## src/rtl/servo_position_sequencer_if.sv

```systemverilog
// Command handshake between the key/command logic and the position sequencer.
// Producer holds cmd_valid with stable payload until cmd_ready is seen high.
interface servo_position_sequencer_if;
   logic       cmd_valid;
   logic       cmd_ready;
   logic [7:0] cmd_pos;
   logic [7:0] cmd_dwell;

   modport master (output cmd_valid, output cmd_pos, output cmd_dwell, input cmd_ready);
   modport slave  (input cmd_valid, input cmd_pos, input cmd_dwell, output cmd_ready);
endinterface

```

## src/rtl/servo_position_sequencer.sv

```systemverilog
// Queued servo target sequencer: slews duty_cycle by <= STEP per PWM frame, then dwells.
// Position updates one cycle after frame_tick; cmd_ready low while the command FIFO is full.
module servo_position_sequencer #(
   parameter int FRAME_CLKS = 1000000,
   parameter int STEP       = 1,
   parameter int FIFO_DEPTH = 4,
   parameter int INIT_POS   = 128
)(
   input  logic                          Main_clock,
   input  logic                          reset,
   input  logic                          enable,
   servo_position_sequencer_if.slave     cmd,
   output logic [7:0]                    duty_cycle,
   output logic                          frame_tick,
   output logic                          busy,
   output logic [$clog2(FIFO_DEPTH):0]   fifo_count
);
   localparam int                CNT_W   = $clog2(FRAME_CLKS);
   localparam int                PTR_W   = $clog2(FIFO_DEPTH);
   localparam logic [CNT_W-1:0]  L_LAST  = CNT_W'(FRAME_CLKS - 1);
   localparam logic [PTR_W:0]    L_DEPTH = (PTR_W + 1)'(FIFO_DEPTH);
   localparam logic [8:0]        L_STEP9 = 9'(STEP);
   localparam logic [7:0]        L_STEP8 = 8'(STEP);
   localparam logic [7:0]        L_INIT  = 8'(INIT_POS);

   typedef enum logic [1:0] {S_IDLE, S_RAMP, S_DWELL} state_t;

   state_t             r_state, w_state_nxt;
   logic [CNT_W-1:0]   r_frame_cnt;
   logic               r_tick;
   logic [15:0]        r_mem [FIFO_DEPTH];
   logic [PTR_W-1:0]   r_wr_ptr, r_rd_ptr;
   logic [PTR_W:0]     r_count;
   logic [7:0]         r_duty, r_target, r_dwell;
   logic [7:0]         w_duty_nxt, w_target_nxt, w_dwell_nxt;
   logic               w_push, w_pop;
   logic [15:0]        w_head;
   logic signed [8:0]  w_diff;
   logic [8:0]         w_mag;

   assign cmd.cmd_ready = (r_count < L_DEPTH) && !reset;
   assign w_push        = cmd.cmd_valid && cmd.cmd_ready;
   assign w_head        = r_mem[r_rd_ptr];
   assign w_diff        = $signed({1'b0, r_target}) - $signed({1'b0, r_duty});
   assign w_mag         = w_diff[8] ? $unsigned(-w_diff) : $unsigned(w_diff);

   assign duty_cycle = r_duty;
   assign frame_tick = r_tick;
   assign fifo_count = r_count;
   assign busy       = (r_state != S_IDLE) || (r_count != '0);

   // Frame timebase; disabling restarts a full frame on re-enable.
   always_ff @(posedge Main_clock or posedge reset) begin
      if (reset) begin
         r_frame_cnt <= '0;
         r_tick      <= 1'b0;
      end else if (!enable) begin
         r_frame_cnt <= '0;
         r_tick      <= 1'b0;
      end else if (r_frame_cnt == L_LAST) begin
         r_frame_cnt <= '0;
         r_tick      <= 1'b1;
      end else begin
         r_frame_cnt <= r_frame_cnt + 1'b1;
         r_tick      <= 1'b0;
      end
   end

   always_ff @(posedge Main_clock) begin
      if (w_push) r_mem[r_wr_ptr] <= {cmd.cmd_pos, cmd.cmd_dwell};
   end

   always_ff @(posedge Main_clock or posedge reset) begin
      if (reset) begin
         r_wr_ptr <= '0;
         r_rd_ptr <= '0;
         r_count  <= '0;
      end else begin
         if (w_push) r_wr_ptr <= r_wr_ptr + 1'b1;
         if (w_pop)  r_rd_ptr <= r_rd_ptr + 1'b1;
         case ({w_push, w_pop})
            2'b10:   r_count <= r_count + 1'b1;
            2'b01:   r_count <= r_count - 1'b1;
            default: r_count <= r_count;
         endcase
      end
   end

   always_ff @(posedge Main_clock or posedge reset) begin
      if (reset) begin
         r_state  <= S_IDLE;
         r_duty   <= L_INIT;
         r_target <= L_INIT;
         r_dwell  <= '0;
      end else begin
         r_state  <= w_state_nxt;
         r_duty   <= w_duty_nxt;
         r_target <= w_target_nxt;
         r_dwell  <= w_dwell_nxt;
      end
   end

   // Loading ignores frame_tick, so the arrival tick and first dwell tick are always distinct.
   always_comb begin
      w_state_nxt  = r_state;
      w_duty_nxt   = r_duty;
      w_target_nxt = r_target;
      w_dwell_nxt  = r_dwell;
      w_pop        = 1'b0;
      if (enable) begin
         case (r_state)
            S_IDLE: begin
               if (r_count != '0) begin
                  w_pop        = 1'b1;
                  w_target_nxt = w_head[15:8];
                  w_dwell_nxt  = w_head[7:0];
                  w_state_nxt  = (w_head[15:8] == r_duty) ? S_DWELL : S_RAMP;
               end
            end
            S_RAMP: begin
               if (r_tick) begin
                  if (w_mag <= L_STEP9) begin
                     w_duty_nxt  = r_target;
                     w_state_nxt = S_DWELL;
                  end else if (w_diff[8]) begin
                     w_duty_nxt = r_duty - L_STEP8;
                  end else begin
                     w_duty_nxt = r_duty + L_STEP8;
                  end
               end
            end
            S_DWELL: begin
               if (r_dwell == '0) begin
                  w_state_nxt = S_IDLE;
               end else if (r_tick) begin
                  w_dwell_nxt = r_dwell - 8'd1;
                  if (r_dwell == 8'd1) w_state_nxt = S_IDLE;
               end
            end
            default: w_state_nxt = S_IDLE;
         endcase
      end
   end
endmodule

```

## src/flat_wrapper.sv

```systemverilog
// flat-port wrapper written by rule: the top's interface ports become plain ports
module servo_position_sequencer_flat 
#(
   parameter int FRAME_CLKS = 1000000,
   parameter int STEP       = 1,
   parameter int FIFO_DEPTH = 4,
   parameter int INIT_POS   = 128
)
  (Main_clock, reset, enable, duty_cycle, frame_tick, busy, fifo_count, cmd_cmd_valid, cmd_cmd_pos, cmd_cmd_dwell, cmd_cmd_ready);
  servo_position_sequencer_if cmd_i ();
  input  logic Main_clock;
  input  logic reset;
  input  logic enable;
  output logic [7:0] duty_cycle;
  output logic frame_tick;
  output logic busy;
  output logic [$clog2(FIFO_DEPTH):0] fifo_count;
  input wire logic [$bits(cmd_i.cmd_valid)-1:0] cmd_cmd_valid;
  input wire logic [$bits(cmd_i.cmd_pos)-1:0] cmd_cmd_pos;
  input wire logic [$bits(cmd_i.cmd_dwell)-1:0] cmd_cmd_dwell;
  output wire logic [$bits(cmd_i.cmd_ready)-1:0] cmd_cmd_ready;
  assign cmd_i.cmd_valid = cmd_cmd_valid;
  assign cmd_i.cmd_pos = cmd_cmd_pos;
  assign cmd_i.cmd_dwell = cmd_cmd_dwell;
  assign cmd_cmd_ready = cmd_i.cmd_ready;
  servo_position_sequencer #(.FRAME_CLKS(FRAME_CLKS), .STEP(STEP), .FIFO_DEPTH(FIFO_DEPTH), .INIT_POS(INIT_POS)) u_core (.Main_clock(Main_clock), .reset(reset), .enable(enable), .cmd(cmd_i), .duty_cycle(duty_cycle), .frame_tick(frame_tick), .busy(busy), .fifo_count(fifo_count));
endmodule
```

## config.mk

```make
export PLATFORM = sky130hd
export DESIGN_NAME = servo_position_sequencer_flat
export DESIGN_NICKNAME = d
export VERILOG_FILES = /design/src/rtl/servo_position_sequencer_if.sv /design/src/rtl/servo_position_sequencer.sv /design/src/flat_wrapper.sv
export SDC_FILE = /design/constraint.sdc
export NUM_CORES = 1
export LEC_CHECK = 0
export ABC_AREA = 1
export CAP_MARGIN = 5
export CELL_PAD_IN_SITES_DETAIL_PLACEMENT = 1
export CELL_PAD_IN_SITES_GLOBAL_PLACEMENT = 1
export CORE_ASPECT_RATIO = 1.2
export CORE_MARGIN = 4
export CORE_UTILIZATION = 40
export CTS_BUF_LIST = sky130_fd_sc_hd__clkbuf_4
export DETAILED_ROUTE_END_ITERATION = 8
export PLACE_DENSITY_LB_ADDON = 0.3
export SKIP_LAST_GASP = 1
export SLEW_MARGIN = 0
export SYNTH_ARGS = -nofsm -noshare
export SYNTH_HDL_FRONTEND = slang
export SYNTH_SLANG_ARGS = --single-unit
```

## constraint.sdc

```tcl
create_clock -name Main_clock -period 2.7 [get_ports Main_clock]
set_clock_uncertainty 0.15 [all_clocks]
set_input_delay 0.405 -clock Main_clock [delete_from_list [all_inputs] [get_ports Main_clock]]
set_output_delay 0.405 -clock Main_clock [all_outputs]
set_load 0.02 [all_outputs]
```

==> impl_metrics.env, run 1 <==
export IMPL_grt_first_pass_wirelength_um=26700
export IMPL_dp_cells=948
export IMPL_leakage_nw=3.22
export IMPL_syn_area_sq_um=6160
export IMPL_maxSlewHeadroom_pct=61.2
export IMPL_cp_end_kind="register"
export IMPL_p_int_mw=4.51
export IMPL_setup_ws_ns=-0.105
export IMPL_wl_met1_um=6440
export IMPL_grt_pass1_vias=5595
export IMPL_swShare_pct=42.6
export IMPL_status="finished, violations left"
export IMPL_setup_violations=6
export IMPL_power_frac_seq_pct=30.2
export IMPL_first_pass_iters=4
export IMPL_rsz0062_at_grt="true"
export IMPL_tightest_slew_ns=0.581
export IMPL_drive_gt1_share_pct=19.9
export IMPL_post_route_min_period_ns=2.81
export IMPL_synth_commonest_cells="nand2_1, nor2_1, inv_1"
export IMPL_crit_fanout=5
export IMPL_synth_edf_count=64
export IMPL_fin_crit_sh_pct=104
export IMPL_top_layer_used="met4"
export IMPL_synth_top_cell_area_share_pct=31.2
export IMPL_vdd_drop_max_v=0.000498
export IMPL_yosysWarningCount=0
export IMPL_rows=49
export IMPL_arrival_ns=3.07
export IMPL_via_per_inst=5.06
export IMPL_yosysSeqAreaShare_pct=53.2
export IMPL_p_sw_mw=3.34
export IMPL_wl_met2_um=8860
export IMPL_async_reset_ff_share_pct=45.8
export IMPL_cts_hold_buf=0
export IMPL_overflow=0
export IMPL_synth_fp_nets=725
export IMPL_grt_max_degree=35
export IMPL_r2r_start="u_core.r_target[0]$_DFFE_PP0P_"
export IMPL_rr_endpoint="u_core.duty_cycle[5]$_DFFE_PP0P_"
export IMPL_coreArea_sq_um=15000
export IMPL_ys_flop_type="edfxtp_1"
export IMPL_syn_inst=678
export IMPL_gp_congestion=0.801
export IMPL_p_per_area_nw_per_um2=1020
export IMPL_start_util_pct=41.0
export IMPL_wl_met3_um=353
export IMPL_crit_type="register to register"
export IMPL_violations="setup timing"
export IMPL_min_path_type="input pin to async pin"
export IMPL_place_area_sq_um=7110
export IMPL_antenna_found_initial=1
export IMPL_yosys_register_bits=118
export IMPL_cts_tree="done"
export IMPL_clk_path_buf_depth=2
export IMPL_r2r_slack_ns=-0.11
export IMPL_drv_slew=0
export IMPL_max_clock_freq_ghz=0.356
export IMPL_clockPowerShare_pct=18.3
export IMPL_required_ns=2.96
export IMPL_dieHeight_um=144
export IMPL_worst_setup_path_start_kind="register"
export IMPL_place_hpwl_um=11300
export IMPL_postRouteAntennaNets=0
export IMPL_rr_worst_depth=19
export IMPL_boundaryPins=34
export IMPL_yosysTopAreaCell="edfxtp_1"
export IMPL_synthTopCellsByArea="edfxtp_1, dfrtp_1, nand2_1"
export IMPL_synth_most_common_cell="nand2_1"
export IMPL_totalWireLength_um=16000
export IMPL_combPwrFrac_pct=51.5
export IMPL_dr_total_vias=5013
export IMPL_die_w_um=121
export IMPL_remaining_drc_errors=0
export IMPL_synth_cell_type_count=43
export IMPL_dieArea_sq_um=17500
export IMPL_cts_root_buffer="clkbuf_4"
export IMPL_finalHoldViolCount=0
export IMPL_fin_nets=819
export IMPL_area_delta_synth_final_pct=24.9
export IMPL_numCtsBuffers=17
export IMPL_htree_num_levels=4
export IMPL_grt_total_usage_pct=19.4
export IMPL_cap_violations=0
export IMPL_clock_sinks=118
export IMPL_layout_cells_non_filler=990
export IMPL_drt_iter0_markers=213
export IMPL_syn_area_per_cell_sq_um=9.09
export IMPL_io_buffers=33
export IMPL_design_area_sq_um=7690
export IMPL_holdWs_ns=0.138
export IMPL_clock_latency_ns=0.53
export IMPL_routedWlPerCell_um=16.1
export IMPL_clkSlewWorstSetupHoldPaths_ns=0.13
==> timing repair <==
action                                  in CTS  in global routing
gates cloned                                 1                  0
setup buffers                                6                  2
pin swaps                                   20                 13
gates resized for setup                     21                 24
endpoints found under the setup margin      10                 10
==> power by group through the flow <==
stage          Sequential (mW)  Clock (mW)  Combinational, mW
3_5_place_dp              2.40           0               3.56
5_1_grt                   2.40        1.56               4.53
2_1_floorplan             2.38           0               2.44
4_1_cts                   2.37        1.47               3.87
3_3_place_gp              2.38           0               3.37
6_report                  2.37        1.44               4.04
==> sequential cells by signal (all words and copies together), names as in the netlist <==
name / cells
u_core.r_mem: 64
u_core.r_state: 2
u_core.r_dwell: 8
u_core.frame_tick: 1
u_core.r_wr_ptr: 2
u_core.r_rd_ptr: 2
u_core.duty_cycle: 8
u_core.r_target: 8
u_core.r_frame_cnt: 20
u_core.fifo_count: 3
==> layout by cell type, fill, tap and decap left out, types with 9 or more instances in the layout <==
cell             instances
nand2_2                 11
inv_1                   66
nor2_1                  72
clkdlybuf4s50_1         33
nand2_1                151
nand3_1                 38
buf_4                   53
o21ai_0                 43
clkbuf_4                17
edfxtp_1                64
dfrtp_1                 48
a21oi_1                 15
ha_1                    15
xor2_1                  21
nor3_1                  12
nand4_1                  9
==> worst max path at each step <==
stage                                       end  depth (start not counted)                             start
2_1_floorplan  u_core.duty_cycle[6]$_DFFE_PP0P_                         16  u_core.duty_cycle[0]$_DFFE_PP0P_
3_3_place_gp      u_core.r_state[0]$_DFFE_PP0P_                         17    u_core.r_target[0]$_DFFE_PP0P_
3_5_place_dp      u_core.r_state[0]$_DFFE_PP0P_                         17    u_core.r_target[0]$_DFFE_PP0P_
4_1_cts        u_core.duty_cycle[5]$_DFFE_PP0P_                         19    u_core.r_target[0]$_DFFE_PP0P_
5_1_grt        u_core.duty_cycle[6]$_DFFE_PP0P_                         19    u_core.r_target[0]$_DFFE_PP0P_
6_report       u_core.duty_cycle[5]$_DFFE_PP0P_                         19    u_core.r_target[0]$_DFFE_PP0P_
==> stage by stage <==
| stage | setup slack [ns] | util, % | power, mW | TNS [ns] |
|---|---|---|---|---|
| finish | -0.105 | 51.2 | 7.85 | -0.260 |
| global route | -0.270 | 51.2 | 8.50 | -1.74 |
| CTS | -0.117 | 50.4 | 7.71 | -0.339 |
| detailed placement | -0.207 | 47.4 | 5.96 | -1.31 |
| global placement | -0.147 | 47.4 | 5.75 | -0.475 |
| floorplan | 0.00152 | - | 4.81 | 0 |
==> cell families after synthesis <==
logic type / after synthesis / synth area share, %
xor gates and xnor gates: 27 / 3.84
AOI/OAI and AO/OA: 92 / 8.21
muxes: 1 / 0.163
buffers and inverters: 90 / 5.71
DFF: 118 / 53.2
adders and majority gates: 27 / 5.85
and+or+nand+nor: 323 / 23.1
==> per-layer routing <==
metal	vias to the layer above	GRT usage, %
li1	2441	-
met1	2468	21.4
met2	73	36.7
met3	31	3.19
met4	0	8.20
met5	-	0
==> area by class of cell <==
type,instances,area [sq um]
clock buffer,17,128
tap,204,255
multi-input combinational,471,2790
timing repair buffer,88,759
sequential,118,3280
clock inverter,15,186
inverter,76,293
fill,1748,7330
antenna,1,2.50
==> critical path, cell delays in order, from the launching register on <==
cell,delay (ns)
dfrtp_1,0.41
inv_2,0.08
ha_4,0.12
inv_2,0.04
fa_2,0.34
nand3_2,0.08
nand3_2,0.09
nand2_2,0.09
nand2_4,0.08
inv_8,0.09
ha_4,0.21
a21oi_2,0.14
nand2_2,0.08
a21oi_2,0.11
nor2_1,0.06
nor2_1,0.15
xor2_1,0.16
nand2_1,0.07
nand2_1,0.06
o21ai_1,0.06
(Power assumes the default switching activity.)
==> run 2, diff against run 1 <==
--- a/config.mk
+++ b/config.mk
@@ -6,11 +6,9 @@
 export NUM_CORES = 1
 export LEC_CHECK = 0
 export ABC_AREA = 1
-export CAP_MARGIN = 5
 export CELL_PAD_IN_SITES_DETAIL_PLACEMENT = 1
 export CELL_PAD_IN_SITES_GLOBAL_PLACEMENT = 1
 export CORE_ASPECT_RATIO = 1.2
-export CORE_MARGIN = 4
 export CORE_UTILIZATION = 40
 export CTS_BUF_LIST = sky130_fd_sc_hd__clkbuf_4
 export DETAILED_ROUTE_END_ITERATION = 8
==> run 2 against run 1 <==
The run still ends with setup timing left. Die area fell by 8.9%. Cell area fell by 0.34%. First-iteration DRC count fell by 19%. Highest routed layer unchanged. Largest power group unchanged. Critical path depth did not move. Power fell by 2.7%. Clock-buffer cell count did not move. Routed wire length fell by 1.5%. Setup slack got worse by 0.058 ns. Fmax fell by 2.0%.
==> impl_metrics.env, run 2 (synthesis results as in run 1) <==
export IMPL_reg_largest_list="u_core.r_mem (64), u_core.r_frame_cnt (20)"
export IMPL_drt_iter0_markers=172
export IMPL_grt_first_pass_wirelength_um=25500
export IMPL_setup_ws_ns=-0.163
export IMPL_clkSlewWorstSetupHoldPaths_ns=0.13
export IMPL_top_register="u_core.r_mem"
export IMPL_rsz0062_at_grt="true"
export IMPL_htree_num_levels=4
export IMPL_holdWs_ns=0.141
export IMPL_grt_total_usage_pct=20.9
export IMPL_vdd_drop_max_v=0.000394
export IMPL_boundaryPins=34
export IMPL_rr_endpoint="u_core.duty_cycle[6]$_DFFE_PP0P_"
export IMPL_fin_crit_sh_pct=106
export IMPL_cp_end_kind="register"
export IMPL_clock_sinks=118
export IMPL_p_per_area_nw_per_um2=997
export IMPL_tns_ns=-0.651
export IMPL_rows=49
export IMPL_r2r_start="u_core.r_target[0]$_DFFE_PP0P_"
export IMPL_clock_latency_ns=0.51
export IMPL_leakage_nw=3.23
export IMPL_crit_fanout=7
export IMPL_io_buffers=33
export IMPL_cap_violations=0
export IMPL_postRouteAntennaNets=0
export IMPL_finalHoldViolCount=0
export IMPL_grt_max_degree=55
export IMPL_layout_common_cells="nand2_1, nor2_1, inv_1, edfxtp_1, buf_4"
export IMPL_dieArea_sq_um=15900
export IMPL_post_route_min_period_ns=2.86
export IMPL_start_util_pct=41.0
export IMPL_arrival_ns=3.11
export IMPL_clk_path_buf_depth=2
export IMPL_r2r_slack_ns=-0.16
export IMPL_via_per_inst=5.05
export IMPL_status="finished, violations left"
export IMPL_first_pass_iters=4
export IMPL_routedWlPerCell_um=15.8
export IMPL_largest_reg_flops=64
export IMPL_overflow=0
export IMPL_mostFrequentLayoutCell="nand2_1"
export IMPL_maxSlewHeadroom_pct=62.2
export IMPL_totalWireLength_um=15700
export IMPL_worst_setup_path_start_kind="register"
export IMPL_tightest_slew_ns=0.566
export IMPL_numCtsBuffers=17
export IMPL_min_path_type="input pin to async pin"
export IMPL_die_w_um=115
export IMPL_cts_tree="done"
export IMPL_place_hpwl_um=11400
export IMPL_violations="setup timing"
export IMPL_required_ns=2.95
export IMPL_fin_nets=823
export IMPL_remaining_drc_errors=0
export IMPL_antenna_found_initial=1
export IMPL_cts_root_buffer="clkbuf_4"
export IMPL_coreArea_sq_um=15000
export IMPL_drv_slew=0
export IMPL_drive_gt1_share_pct=20.5
export IMPL_dieHeight_um=138
export IMPL_max_clock_freq_ghz=0.349
export IMPL_rr_worst_depth=19
export IMPL_nFillCells=1722
export IMPL_area_delta_synth_final_pct=24.4
export IMPL_setup_violations=9
export IMPL_crit_type="register to register"
export IMPL_gp_congestion=0.786
export IMPL_grt_pass1_vias=5469
export IMPL_pre_cts_slack_ns=-0.212
export IMPL_dr_total_vias=5024
## run 2: cell types whose count changed in the layout (fill, tap and decap cells not counted), sizes merged
cell	before	now
buf	55	59
clkinvlp	3	2
clkinv	9	6
inv	75	81
bufinv	4	2
## run 2: stage by stage
step | instances | util (%) | total power [mW] | cell area (sq um)
4_1_cts | 990 | 50.4 | 7.57 | 7570
5_1_grt | 994 | 51.0 | 8.25 | 7660
3_3_place_gp | 952 | 47.6 | 5.81 | 7160
6_report | 994 | 51.0 | 7.64 | 7660
2_1_floorplan | 678 | - | 4.81 | 6240
3_5_place_dp | 952 | 47.6 | 6.03 | 7160
## run 2: per-layer routing
layer	vias up	global-route usage [%]	wire [um]
met3	15	2.71	323
met2	50	40.3	8810
met1	2500	23.3	6460
met5	-	0	0
li1	2459	-	-
met4	0	7.58	146
## run 2: final cells by class
type,instances,area [sq um],share of cell area (%)
Clock buffer,17,128,1.67
Tap cell,204,255,3.33
Antenna cell,1,2.50,0.0326
Inverter,76,300,3.92
Clock inverter,15,166,2.17
Timing Repair Buffer,92,790,10.3
Sequential cell,118,3280,42.8
Multi-Input combinational cell,471,2740,35.8
## run 2: critical path, stage by stage (launching register included)
cell and delay (ns):
dfrtp_1 0.41, inv_2 0.07, ha_4 0.12, inv_2 0.03
fa_2 0.36, nand3_2 0.10, nand3_2 0.08, nand2_2 0.09
nand2_4 0.08, clkinv_8 0.09, ha_4 0.21, a21oi_2 0.12
o21ai_2 0.09, a21oi_2 0.14, nor2_1 0.05, nor2_1 0.11
xor2_1 0.19, nand2_1 0.09, nand2_1 0.09, o21ai_1 0.08
## run 2: timing repair
item                                   4_1_cts  5_1_grt
setup buffers                                5        3
setup endpoints to repair                   10       10
hold buffers                                 0        0
pin swaps                                   13       19
resized for setup                           26       18
cloned                                       1        0
endpoints found under the hold margin        0        0
## run 2: worst max path at each step
stage / start / cells past startpoint / endpoint / slack, ns
final: u_core.r_target[0]$_DFFE_PP0P_ / 19 / u_core.duty_cycle[6]$_DFFE_PP0P_ / -0.16
after CTS: u_core.r_target[0]$_DFFE_PP0P_ / 19 / u_core.duty_cycle[6]$_DFFE_PP0P_ / -0.08
after detailed placement: u_core.r_target[0]$_DFFE_PP0P_ / 17 / u_core.r_state[0]$_DFFE_PP0P_ / -0.21
after global routing: u_core.r_target[0]$_DFFE_PP0P_ / 19 / u_core.duty_cycle[6]$_DFFE_PP0P_ / -0.33
after global placement: u_core.r_target[0]$_DFFE_PP0P_ / 17 / u_core.r_state[0]$_DFFE_PP0P_ / -0.13
after floorplan: u_core.duty_cycle[0]$_DFFE_PP0P_ / 16 / u_core.duty_cycle[6]$_DFFE_PP0P_ / 0.002
## run 2: power breakdown
group | internal, mW | switching (mW)
combinational | 1.54 | 2.41
clock | 0.571 | 0.746
sequential | 2.18 | 0.194
total | 4.29 | 3.35
==> run 3, diff against run 2 <==
==> constraint.sdc (replaced) <==
create_clock -name Main_clock -period 3.05 [get_ports Main_clock]
set_clock_uncertainty 0.15 [all_clocks]
set_input_delay 0.4575 -clock Main_clock [delete_from_list [all_inputs] [get_ports Main_clock]]
set_output_delay 0.4575 -clock Main_clock [all_outputs]
set_load 0.02 [all_outputs]
==> run 3 against run 2 <==
The run now ends clean. Sequential power is 11% lower. Via count is 2.5% lower. Non-clock buffer count is 28 lower. Clock power is 14% lower. Global-route usage is 0.90 points lower. Power is 17% lower. Cell count is 2.9% lower. Clock-buffer cell count is 1 higher. Cell area is 4.5% lower. Flip-flop and latch count stayed put. Hold slack better by 0.14 ns. First-iteration DRC count is 17% higher.
==> impl_metrics.env, run 3 (synthesis results as in run 1) <==
export IMPL_clock_latency_ns=0.54
export IMPL_worst_setup_path_start_kind="register"
export IMPL_largest_reg_flops=64
export IMPL_vdd_drop_max_v=0.000375
export IMPL_drv_slew=0
export IMPL_setup_ws_ns=0.0823
export IMPL_gp_congestion=0.825
export IMPL_crit_family="simple AND/OR/NAND/NOR gates"
export IMPL_place_area_sq_um=6870
export IMPL_path_cells="inv_1, ha_1, inv_1, o21bai_2, nor2_4, nand2_4, inv_6, ha_4, a21oi_4, nand2_2, a21oi_2, nor2_1, nor2_1, xor2_1, nand2_1, nand2_1, o21ai_0"
export IMPL_htree_num_levels=4
export IMPL_post_route_min_period_ns=2.97
export IMPL_fin_util_pct=48.8
export IMPL_area_delta_synth_final_pct=18.9
export IMPL_first_pass_iters=4
export IMPL_r2r_start="u_core.duty_cycle[7]$_DFFE_PP1P_"
export IMPL_grt_max_degree=37
export IMPL_clkSlewWorstSetupHoldPaths_ns=0.11
export IMPL_grt_total_usage_pct=20.0
export IMPL_die_w_um=115
export IMPL_r2r_slack_ns=0.08
export IMPL_overflow=0
export IMPL_antenna_found_initial=1
export IMPL_rr_endpoint="u_core.duty_cycle[5]$_DFFE_PP0P_"
export IMPL_routedWlPerCell_um=15.7
export IMPL_clk_path_buf_depth=2
export IMPL_fin_nets=795
export IMPL_leakage_nw=3.06
export IMPL_boundaryPins=34
export IMPL_required_ns=3.33
export IMPL_io_buffers=33
export IMPL_drive_gt1_share_pct=13.9
export IMPL_rr_worst_depth=17
export IMPL_status="completed"
export IMPL_drt_iter0_markers=201
export IMPL_totalWireLength_um=15100
export IMPL_reg_largest_list="u_core.r_mem (64), u_core.r_frame_cnt (20)"
export IMPL_rows=49
export IMPL_cts_hold_buf=0
export IMPL_setup_violations=0
export IMPL_crit_fanout=6
export IMPL_remaining_drc_errors=0
export IMPL_cts_root_buffer="clkbuf_4"
export IMPL_min_path_type="input pin to async pin"
export IMPL_grt_pass1_vias=5043
export IMPL_clock_sinks=118
export IMPL_mostFrequentLayoutCell="nand2_1"
export IMPL_layout_common_cells="nand2_1, nor2_1, inv_1, edfxtp_1, dfrtp_1"
export IMPL_cts_tree="done"
export IMPL_pre_cts_slack_ns=-0.0397
export IMPL_dr_total_vias=4896
export IMPL_cap_violations=0
export IMPL_via_per_inst=5.07
export IMPL_place_hpwl_um=10700
export IMPL_arrival_ns=3.25
export IMPL_rsz0062_at_grt="true"
export IMPL_coreArea_sq_um=15000
export IMPL_dieArea_sq_um=15900
export IMPL_slowest_delay_ns=0.56
export IMPL_top_register="u_core.r_mem"
export IMPL_cp_slowest_cell="dfstp_2"
export IMPL_finalHoldViolCount=0
export IMPL_holdWs_ns=0.277
export IMPL_design_area_sq_um=7320
export IMPL_crit_type="register to register"
export IMPL_cp_end_kind="register"
export IMPL_maxSlewHeadroom_pct=46.7
export IMPL_postRouteAntennaNets=0
export IMPL_tightest_slew_ns=0.798
export IMPL_dieHeight_um=138
export IMPL_nFillCells=1735
export IMPL_start_util_pct=41.0
export IMPL_max_clock_freq_ghz=0.337
export IMPL_p_per_area_nw_per_um2=870
export IMPL_cp_num_buf_inv=3
export IMPL_grt_first_pass_wirelength_um=24200
export IMPL_fin_crit_sh_pct=97.3
export IMPL_numCtsBuffers=17
run 3: what timing repair did:
item / CTS / global route
cloned: 0 / 1
resized for setup: 3 / 26
pin swaps: 0 / 9
setup endpoints to repair: 3 / 10
buffers inserted: 1 / 5
hold endpoints to repair: 0 / 0
run 3: area by class of cell:
class | count | area, sq um | share of cell area, %
Sequential cell | 118 | 3280 | 44.8
Multi-Input combinational cell | 471 | 2660 | 36.3
Timing Repair Buffer | 64 | 563 | 7.69
Inverter | 76 | 290 | 3.96
Tap cell | 204 | 255 | 3.49
Clock inverter | 13 | 139 | 1.90
Clock buffer | 18 | 135 | 1.85
Antenna cell | 1 | 2.50 | 0.0342
run 3: where the power goes:
group	switching [mW]	total [mW]	internal [mW]
Clock	0.580	1.13	0.554
Combinational	1.99	3.14	1.16
Sequential	0.168	2.10	1.93
Total	2.74	6.37	3.64
run 3: worst max-delay path by stage:
stage                                      from                               end  depth (start not counted)
6_report       u_core.duty_cycle[7]$_DFFE_PP1P_  u_core.duty_cycle[5]$_DFFE_PP0P_                         17
2_1_floorplan  u_core.duty_cycle[1]$_DFFE_PP0P_  u_core.duty_cycle[6]$_DFFE_PP0P_                         17
3_3_place_gp     u_core.r_target[0]$_DFFE_PP0P_  u_core.duty_cycle[6]$_DFFE_PP0P_                         19
4_1_cts        u_core.duty_cycle[7]$_DFFE_PP1P_  u_core.duty_cycle[5]$_DFFE_PP0P_                         17
3_5_place_dp     u_core.r_target[0]$_DFFE_PP0P_  u_core.duty_cycle[6]$_DFFE_PP0P_                         19
5_1_grt          u_core.r_target[0]$_DFFE_PP0P_  u_core.duty_cycle[5]$_DFFE_PP0P_                         19
run 3: per-layer routing:
layer  share of wire (%)  track usage [%]
met5                   0                0
met4                 2.1             8.15
met3                 2.1             3.72
met2                  55             37.2
met1                  41             22.4
run 3: worst register-to-register path, delay by kind of cell (launching register included):
kind,cells,cell delay (ns)
AND/OR/NAND/NOR,7,0.68
flip-flops,1,0.56
adder cells (fa/ha/maj),2,0.56
AO/OA/AOI/OAI,4,0.46
buffers and inverters,3,0.30
XOR/XNOR,1,0.16
run 3: stage by stage:
| step | TNS [ns] | total power, mW | instances |
|---|---|---|---|
| final | 0 | 6.37 | 965 |
| after CTS | 0 | 6.19 | 958 |
| after global placement | 0 | 4.86 | 926 |
| after global routing | -0.164 | 6.89 | 965 |
| after detailed placement | -0.0612 | 5.02 | 926 |
| after floorplan | 0 | 4.18 | 678 |
